**src/rtl/aud_rec_writer.sv**
```systemverilog
// ---------------------------------------------------------------------------
// aud_rec_writer
//
// Record path of the audio DSP. Deserialises left-channel I2S ADC samples
// (MSB first, one BCLK after the LRCK falling edge) and writes each 16-bit
// word to SRAM. Words go to consecutive addresses, starting from address 0.
// The last written address is published so the playback path knows where
// the recording ends. All logic runs on the rising edge of the codec BCLK.
//
// Optional feature macro: AUD_REC_DECIMATE_EN
//   When defined, only every N-th left sample is stored (N = i_speed, and 0
//   is treated as 1). When undefined, i_speed is ignored and every left
//   sample is written.
//
// Ports:
//   i_clk        codec BCLK
//   i_rst_n      synchronous active-low reset
//   i_start      level, starts a new recording from IDLE
//   i_pause      level, pause while high
//   i_stop       level, abort to IDLE (highest priority)
//   i_speed      decimation factor (optional feature only)
//   i_adclrck    ADC LR clock, 0 = left, 1 = right
//   i_adcdat     ADC serial data, MSB first
//   o_sram_addr  write address
//   o_sram_data  write data
//   o_sram_we    one-cycle registered write strobe
//   o_end_addr   last written address
//   o_has_data   at least one sample written since the last start
//   o_full       recording ended because ADDR_MAX was written
//   o_busy       FSM is not IDLE
// ---------------------------------------------------------------------------
module aud_rec_writer #(
  parameter int unsigned       ADDR_W   = 20,
  parameter logic [ADDR_W-1:0] ADDR_MAX = 20'hFFFFF
) (
  input  logic              i_clk,
  input  logic              i_rst_n,
  input  logic              i_start,
  input  logic              i_pause,
  input  logic              i_stop,
  input  logic [3:0]        i_speed,
  input  logic              i_adclrck,
  input  logic              i_adcdat,
  output logic [ADDR_W-1:0] o_sram_addr,
  output logic [15:0]       o_sram_data,
  output logic              o_sram_we,
  output logic [ADDR_W-1:0] o_end_addr,
  output logic              o_has_data,
  output logic              o_full,
  output logic              o_busy
);

  localparam logic [ADDR_W-1:0] ADDR_ONE = {{(ADDR_W-1){1'b0}}, 1'b1};

  typedef enum logic [2:0] {
    S_IDLE,
    S_WAIT,
    S_SHIFT,
    S_WRITE,
    S_PAUSE
  } state_t;

  state_t      state;
  state_t      state_next;
  logic        prev_lrck;
  logic [3:0]  bit_cnt;
  logic [15:0] shift;
  logic        left_edge;
  logic        last_bit;
  logic        start_rec;
  logic        keep_sample;

  // The left word begins where LRCK falls from right (1) to left (0).
  assign left_edge = prev_lrck & ~i_adclrck;
  // The counter reaches 15 while the 16th data bit is being sampled.
  assign last_bit  = (bit_cnt == 4'd15);
  assign start_rec = (state == S_IDLE) && i_start && !i_stop;
  assign o_busy    = (state != S_IDLE);

`ifdef AUD_REC_DECIMATE_EN
  logic [3:0] dec_cnt;
  logic [3:0] dec_n;

  assign dec_n       = (i_speed == 4'd0) ? 4'd1 : i_speed;
  // The counter is cleared on start, so the first sample after a start is
  // always kept.
  assign keep_sample = (dec_cnt == 4'd0);

  always_ff @(posedge i_clk) begin
    if (!i_rst_n) begin
      dec_cnt <= 4'd0;
    end else if (start_rec) begin
      dec_cnt <= 4'd0;
    end else if (state == S_SHIFT && last_bit && !i_stop) begin
      // The >= compare keeps the counter in range if i_speed drops mid-run.
      dec_cnt <= (dec_cnt >= dec_n - 4'd1) ? 4'd0 : dec_cnt + 4'd1;
    end
  end
`else
  logic unused_speed;
  assign unused_speed = ^i_speed;
  assign keep_sample  = 1'b1;
`endif

  // State register.
  always_ff @(posedge i_clk) begin
    if (!i_rst_n) begin
      state <= S_IDLE;
    end else begin
      state <= state_next;
    end
  end

  // Next-state logic. Priority is stop > pause > start/edge in every state.
  always_comb begin
    // NOTE: a default is assigned first, so no path through the case leaves
    // state_next unassigned and no latch can be inferred.
    state_next = state;
    unique case (state)
      S_IDLE: begin
        if (start_rec) state_next = S_WAIT;
      end
      S_WAIT: begin
        if (i_stop)         state_next = S_IDLE;
        else if (i_pause)   state_next = S_PAUSE;
        else if (left_edge) state_next = S_SHIFT;
      end
      S_SHIFT: begin
        // Pause is deliberately not checked here. A word that has started
        // is finished, and the pause takes effect after it.
        if (i_stop)        state_next = S_IDLE;
        else if (last_bit) state_next = keep_sample ? S_WRITE : S_WAIT;
      end
      S_WRITE: begin
        // The write has already been issued, so a stop here still
        // completes it.
        if (o_sram_addr == ADDR_MAX) state_next = S_IDLE;
        else if (i_stop)             state_next = S_IDLE;
        else if (i_pause)            state_next = S_PAUSE;
        else                         state_next = S_WAIT;
      end
      S_PAUSE: begin
        // Leaving via WAIT means capture restarts on a clean left edge.
        if (i_stop)        state_next = S_IDLE;
        else if (!i_pause) state_next = S_WAIT;
      end
      default: state_next = S_IDLE;
    endcase
  end

  // Datapath and registered outputs.
  always_ff @(posedge i_clk) begin
    if (!i_rst_n) begin
      prev_lrck   <= 1'b1;
      bit_cnt     <= 4'd0;
      shift       <= 16'd0;
      o_sram_addr <= '0;
      o_sram_data <= 16'd0;
      o_sram_we   <= 1'b0;
      o_end_addr  <= '0;
      o_has_data  <= 1'b0;
      o_full      <= 1'b0;
    end else begin
      // NOTE: all sequential state uses non-blocking assignments, so every
      // right-hand side sees the values from before this edge.
      prev_lrck <= i_adclrck;
      // The strobe is high exactly while the FSM sits in WRITE. WRITE never
      // follows WRITE, so the strobe cannot be high two cycles in a row.
      o_sram_we <= (state_next == S_WRITE);

      if (start_rec) begin
        o_sram_addr <= '0;
        o_end_addr  <= '0;
        o_has_data  <= 1'b0;
        o_full      <= 1'b0;
      end

      if (state == S_WAIT && state_next == S_SHIFT) begin
        bit_cnt <= 4'd0;
      end

      if (state == S_SHIFT) begin
        shift   <= {shift[14:0], i_adcdat};
        bit_cnt <= bit_cnt + 4'd1;
      end

      // Present the completed word together with the strobe.
      if (state == S_SHIFT && state_next == S_WRITE) begin
        o_sram_data <= {shift[14:0], i_adcdat};
      end

      if (state == S_WRITE) begin
        o_end_addr <= o_sram_addr;
        o_has_data <= 1'b1;
        if (o_sram_addr == ADDR_MAX) begin
          o_full <= 1'b1;
        end else begin
          o_sram_addr <= o_sram_addr + ADDR_ONE;
        end
      end
    end
  end

endmodule
```
**config.mk**
```make
export PLATFORM = sky130hd
export DESIGN_NAME = aud_rec_writer
export DESIGN_NICKNAME = d
export VERILOG_FILES = /design/src/rtl/aud_rec_writer.sv
export SDC_FILE = /design/constraint.sdc
export NUM_CORES = 1
export LEC_CHECK = 0
export BUFFER_PORTS_ARGS = -buffer_cell sky130_fd_sc_hd__buf_2
export CAP_MARGIN = 0
export CORE_MARGIN = 4
export CORE_UTILIZATION = 54
export CTS_CLUSTER_SIZE = 28
export DETAILED_ROUTE_END_ITERATION = 12
export PLACE_DENSITY = 0.79
export SLEW_MARGIN = 20
export SYNTH_ARGS = -nofsm -noshare
export SYNTH_HDL_FRONTEND = slang
export SYNTH_SLANG_ARGS = --single-unit
```
**constraint.sdc**
```tcl
create_clock -name i_clk -period 2 [get_ports i_clk]
set_input_delay 0.4 -clock i_clk [delete_from_list [all_inputs] [get_ports i_clk]]
set_output_delay 0.4 -clock i_clk [all_outputs]
set_load 0.005 [all_outputs]
```
* Yosys cells after proc, flatten, opt, wreduce, memory -nomap -nowiden
Index checks and enable logic that the tools add are counted.
Operators by class: equal/unequal tests 8, multiplexer cells 24, reductions and logical operators 9, bitwise gates (word level) 2, add/subtract/negate cells 2
Operators with widths (number):
- 2-to-1 mux 20 bit | 5
- 2-to-1 mux 3 bit | 11
- adder 20 x 1 -> 20 bit, second input constant | 1
- equality test 20 bit, second input constant | 1
- case mux 3 bit (5 select lines) | 1
- equality test 3 x 2 -> 1 bit, second input constant | 4
- 2-to-1 mux 4 bit | 2
- 2-to-1 mux 1 bit | 5
- adder 4 x 1 -> 4 bit, second input constant | 1
- equality test 4 bit, second input constant | 1
- logical AND 1 bit | 4
- nonzero test 2 bit | 2
- equality test 3 x 1 -> 1 bit, second input constant | 1
- equality test 3 bit, second input constant | 1
- logical NOT 3 bit | 1
- nonzero test 3 bit | 1
- AND 1 bit | 1
- logical NOT 1 bit | 1
- inverter 1 bit | 1
Storage, ports and cells: logic and storage cells 55, register bits after elaboration 82

* Logic depth before layout (Yosys ltp)
depth after elaboration 10, depth in mapped cells 7

* Least setup slack after synthesis
OpenSTA, ideal clock, no wires.
path kind register to register, start register o_sram_addr[0], end register o_sram_addr[14], required time 1.931 ns, setup slack 0.300 ns, clock period less this slack 1.700 ns, arrival time 1.632 ns, stages on the path, launching flop included 7, path through dfxtp_1 > ha_1 > and3_1 > buf_2 > nand4_4 > or4_1 > o21ai_1
On the way: word-level cells in the longest chain between the ends 3, elaborated cells on any way between the ends 4, those cells by class add/sub (1); eq/ne (1); mux (2)
RTL lines:
- start, declared | RTL line 44 | output logic [ADDR_W-1:0] o_sram_addr,
- start signal, assigned | RTL line 198 | o_sram_addr <= o_sram_addr + ADDR_ONE;
- adder 20 x 1 -> 20 bit / equality test 20 bit (equally long branches) | RTL line 198, 195
- 2-to-1 mux 20 bit * | RTL line 195 | if (o_sram_addr == ADDR_MAX) begin
- 2-to-1 mux 20 bit * | RTL line 192 | if (state == S_WRITE) begin
Every way passes the cells marked *; elsewhere a longest branch is shown, timed or not. A chain may end at the register's enable or synchronous reset.

* Worst setup path in the final report
start register state[1], end register o_sram_addr[15]
On the way: word-level cells in the longest chain between the ends 6, elaborated cells on any way between the ends 7, those cells by class eq/ne (1); mux (3); reduce/logical (3)
RTL lines:
- start, declared | RTL line 63 | state_t state;
- start signal, assigned | RTL line 110 | state <= state_next;
- logical NOT 3 bit | RTL line 77 | assign start_rec = (state == S_IDLE) && i_start && !i_stop;
- logical AND 1 bit (2 in series) | RTL line 77
- 2-to-1 mux 20 bit | RTL line 171 | if (start_rec) begin
- 2-to-1 mux 20 bit | RTL line 195
- 2-to-1 mux 20 bit * | RTL line 192
Marks and branches as above.

==> metrics.md <==
| Metric | Value |
|---|---|
| Mean post-synth cell area | `8.32 um^2` |
| Post-route cell area | `0.00423 mm^2` |
| Clock sink count | `82` |
| RSZ-0062 raised after global routing | `false` |
| VDD IR-drop max | `0.532 mV` |
| Post-DRT Antenna Nets | `0` |
| Crit path DAT | `2.12 ns` |
| Core area | `0.00631 mm^2` |
| Register area | `0.00164 mm^2` |
| Fin. max-slew vios | `0` |
| CTS tree | `built` |
| Residual DRC | `0` |
| Crit end category | `register` |
| Clk root buf | `clkbuf_8` |
| Synth-to-layout area growth | `21.4%` |
| Fmax | `545 MHz` |
| Top_reg_cell synth | `dfxtp_1` |
| Area of the multi-input gates | `0.00169 mm^2` |
| DRT iter0 DRCs | `233` |
| Initial core utilization | `55.2%` |
| Slew HR | `61.0%` |
| First-pass GRT wire length | `13900 um` |
| Share of post-route cells with drive strength above 1 | `24.9%` |
| Clock transition at path regs | `0.09 ns` |
| Clock insertion delay at the later pin of the skew report | `0.36 ns` |
| Gpl congestion | `0.860` |
| R2R cell count | `4` |
| Final setup viols | `0` |
| Via Count | `3281` |
| Post-detail-place hpwl | `5760 um` |
| Placed cell area | `0.00402 mm^2` |
| Hold_ws | `0.231 ns` |
| Leak | `1.70 nW` |
| Reg-to-reg startpoint | `state[1]` |
| Setup_tns | `0 ns` |
| Aggregate global routing overflow | `0` |
| # placed instances | `566` |
| Pre-CTS WS | `0.0113 ns` |
| WL/cell | `14.2 um` |
| Fillers | `550` |
| Commonest cells in the synthesized netlist | `dfxtp_1 (82), nand2_1 (76), a21oi_1 (48)` |
| Slew @ Worst Pin | `0.584 ns` |
| Final nets | `514` |
| Htree depth | `3` |
| Drt first pass iters | `5` |
| Largest net degree at the start of global routing | `59` |
| Post-synth top area cell | `dfxtp_1` |
| Class of the most critical setup path | `reg -> reg` |
| Sequential share of the synthesized area | `47.1%` |
| Vias in the first global route | `3040` |
| WL final | `8290 um` |
| Async SR Flop Fraction | `0%` |
| CP Max Fanout | `10` |
| Via/cell ratio | `5.63` |
| Worst setup path startpoint | `state[1]` |
| Count of distinct cell types in the synthesized netlist | `52` |
| Synth warn | `0` |
| Fin. Hold Viols | `0` |
| Synth Instances | `419` |
| Yosys reg bits | `82` |
| Cell with the most instances after synthesis | `dfxtp_1` |
| Total of max-cap violations | `0` |
| Clk_skew | `0.00688 ns` |
| PortBufs | `66` |
| Die area | `0.00780 mm^2` |
| Fin crit period | `1.83 ns` |
| Area contributors post-synth | `dfxtp_1 (47%), nand2_1 (8.2%), a21oi_1 (6.9%)` |
| I/O Pins | `71` |
| GR Util All Layers | `22.5%` |
| Worst setup margin | `0.165 ns` |
| CP Capture Point | `o_sram_addr[15]` |
| Number of CTS-inserted buffers | `9` |
| Final Cycle Share | `91.7%` |
| Reg2Reg Capture Point | `o_sram_addr[15]` |
| # hold bufs at CTS | `0` |
| Chip Height | `88.3 um` |
| Die Wd | `88.3 um` |
| ANT cells | `0` |
| Hold WC Path Type | `in -> reg` |
| Cell Rows | `29` |
| Mapped Area | `0.00349 mm^2` |
| Clock buffer depth | `2` |
| Fin cells | `583` |
| Power Density | `705 mW/mm^2` |
| Status | `finished, final reports clean` |
| Flop2flop setup slack | `0.17 ns` |
| CP required | `2.29 ns` |
| Syn nets | `432` |
| Initial antenna violation count | `0` |
| Area share of the largest cell type after synthesis | `47.1%` |
| EDFF count, synth | `0` |
| Startpoint types | `register` |
| Resized cells post-CTS | `0` |
| Post-CTS setup buffers | `0` |
[placed cells by master, fill, tap and decap left out, drive strengths merged, types with 2 or more instances in the layout]
master | synthesis | layout
nor4 | 6 | 6
a21oi | 49 | 49
ha | 2 | 2
and3 | 3 | 3
clkbuf | 16 | 9
nand4 | 9 | 9
o21ai | 3 | 3
buf | 11 | 98
or2 | 2 | 2
dfxtp | 82 | 82
a31oi | 3 | 3
nor2 | 29 | 29
mux2i | 11 | 11
o21a | 3 | 3
o311ai | 2 | 2
or4 | 6 | 6
nor3b | 2 | 2
and4 | 3 | 3
o31ai | 2 | 2
o41ai | 2 | 2
nand2 | 76 | 76
inv | 6 | 11
nand3 | 29 | 29
nor3 | 34 | 34
a311oi | 2 | 2
nand2b | 12 | 12
[routing by layer]
| metal | track usage [%] | wire length (um) |
|---|---|---|
| met1 | 28.6 | 3700 |
| met2 | 38.2 | 3990 |
| met3 | 4.75 | 474 |
| met4 | 7.55 | 120 |
| met5 | 0 | 0 |
[through the flow]
step	utilization, %	total power [mW]
6_report	67.0	2.98
3_5_place_dp	63.6	1.76
4_1_cts	66.9	3.00
3_3_place_gp	63.6	1.75
5_1_grt	67.0	3.08
2_1_floorplan	-	1.72
[cell type report]
cell class	instances	area share, %
multi-input combinational	304	40.0
sequential	82	38.8
timing repair buffer	98	13.5
clock buffer	9	2.93
tap	77	2.28
clock inverter	7	1.98
inverter	6	0.532
[power by group]
part           switching (mW)  internal [mW]  total (mW)
combinational          0.0603         0.0244      0.0847
sequential            0.00193           1.63        1.63
clock                   0.659          0.603        1.26
total                   0.722           2.26        2.98
[logic make-up after synthesis]
group,count (synthesis),synth area share [%]
adders and majority gates,2,0.718
and+or+nand+nor,217,31.9
muxes,12,3.48
AOI/OAI and AO/OA,73,12.5
buffers and inverters,33,4.31
DFF,82,47.1
[registers in the layout, summed over array words and instances (netlist names)]
signal and cells:
o_has_data 1, o_sram_addr 20, o_full 1, prev_lrck 1
o_end_addr 20, shift 15, state 3, bit_cnt 4
o_sram_data 16, o_sram_we 1
[critical path: stages (launching register included)]
cell and delay (ns):
dfxtp_1 0.48, and3b_1 0.40, nand4_4 0.22, or4_1 0.51
a21oi_1 0.15
[how the worst min path moves through the flow]
stage	slack (ns)	end	cells past startpoint	startpoint
after floorplan	0.43	bit_cnt[3]	1	bit_cnt[3]
after global placement	0.45	shift[14]	2	shift[14]
after detailed placement	0.45	shift[14]	2	shift[14]
after CTS	0.23	prev_lrck	2	i_adclrck
after global routing	0.24	prev_lrck	2	i_adclrck
final	0.23	prev_lrck	2	i_adclrck
(Power assumes the default switching activity.)
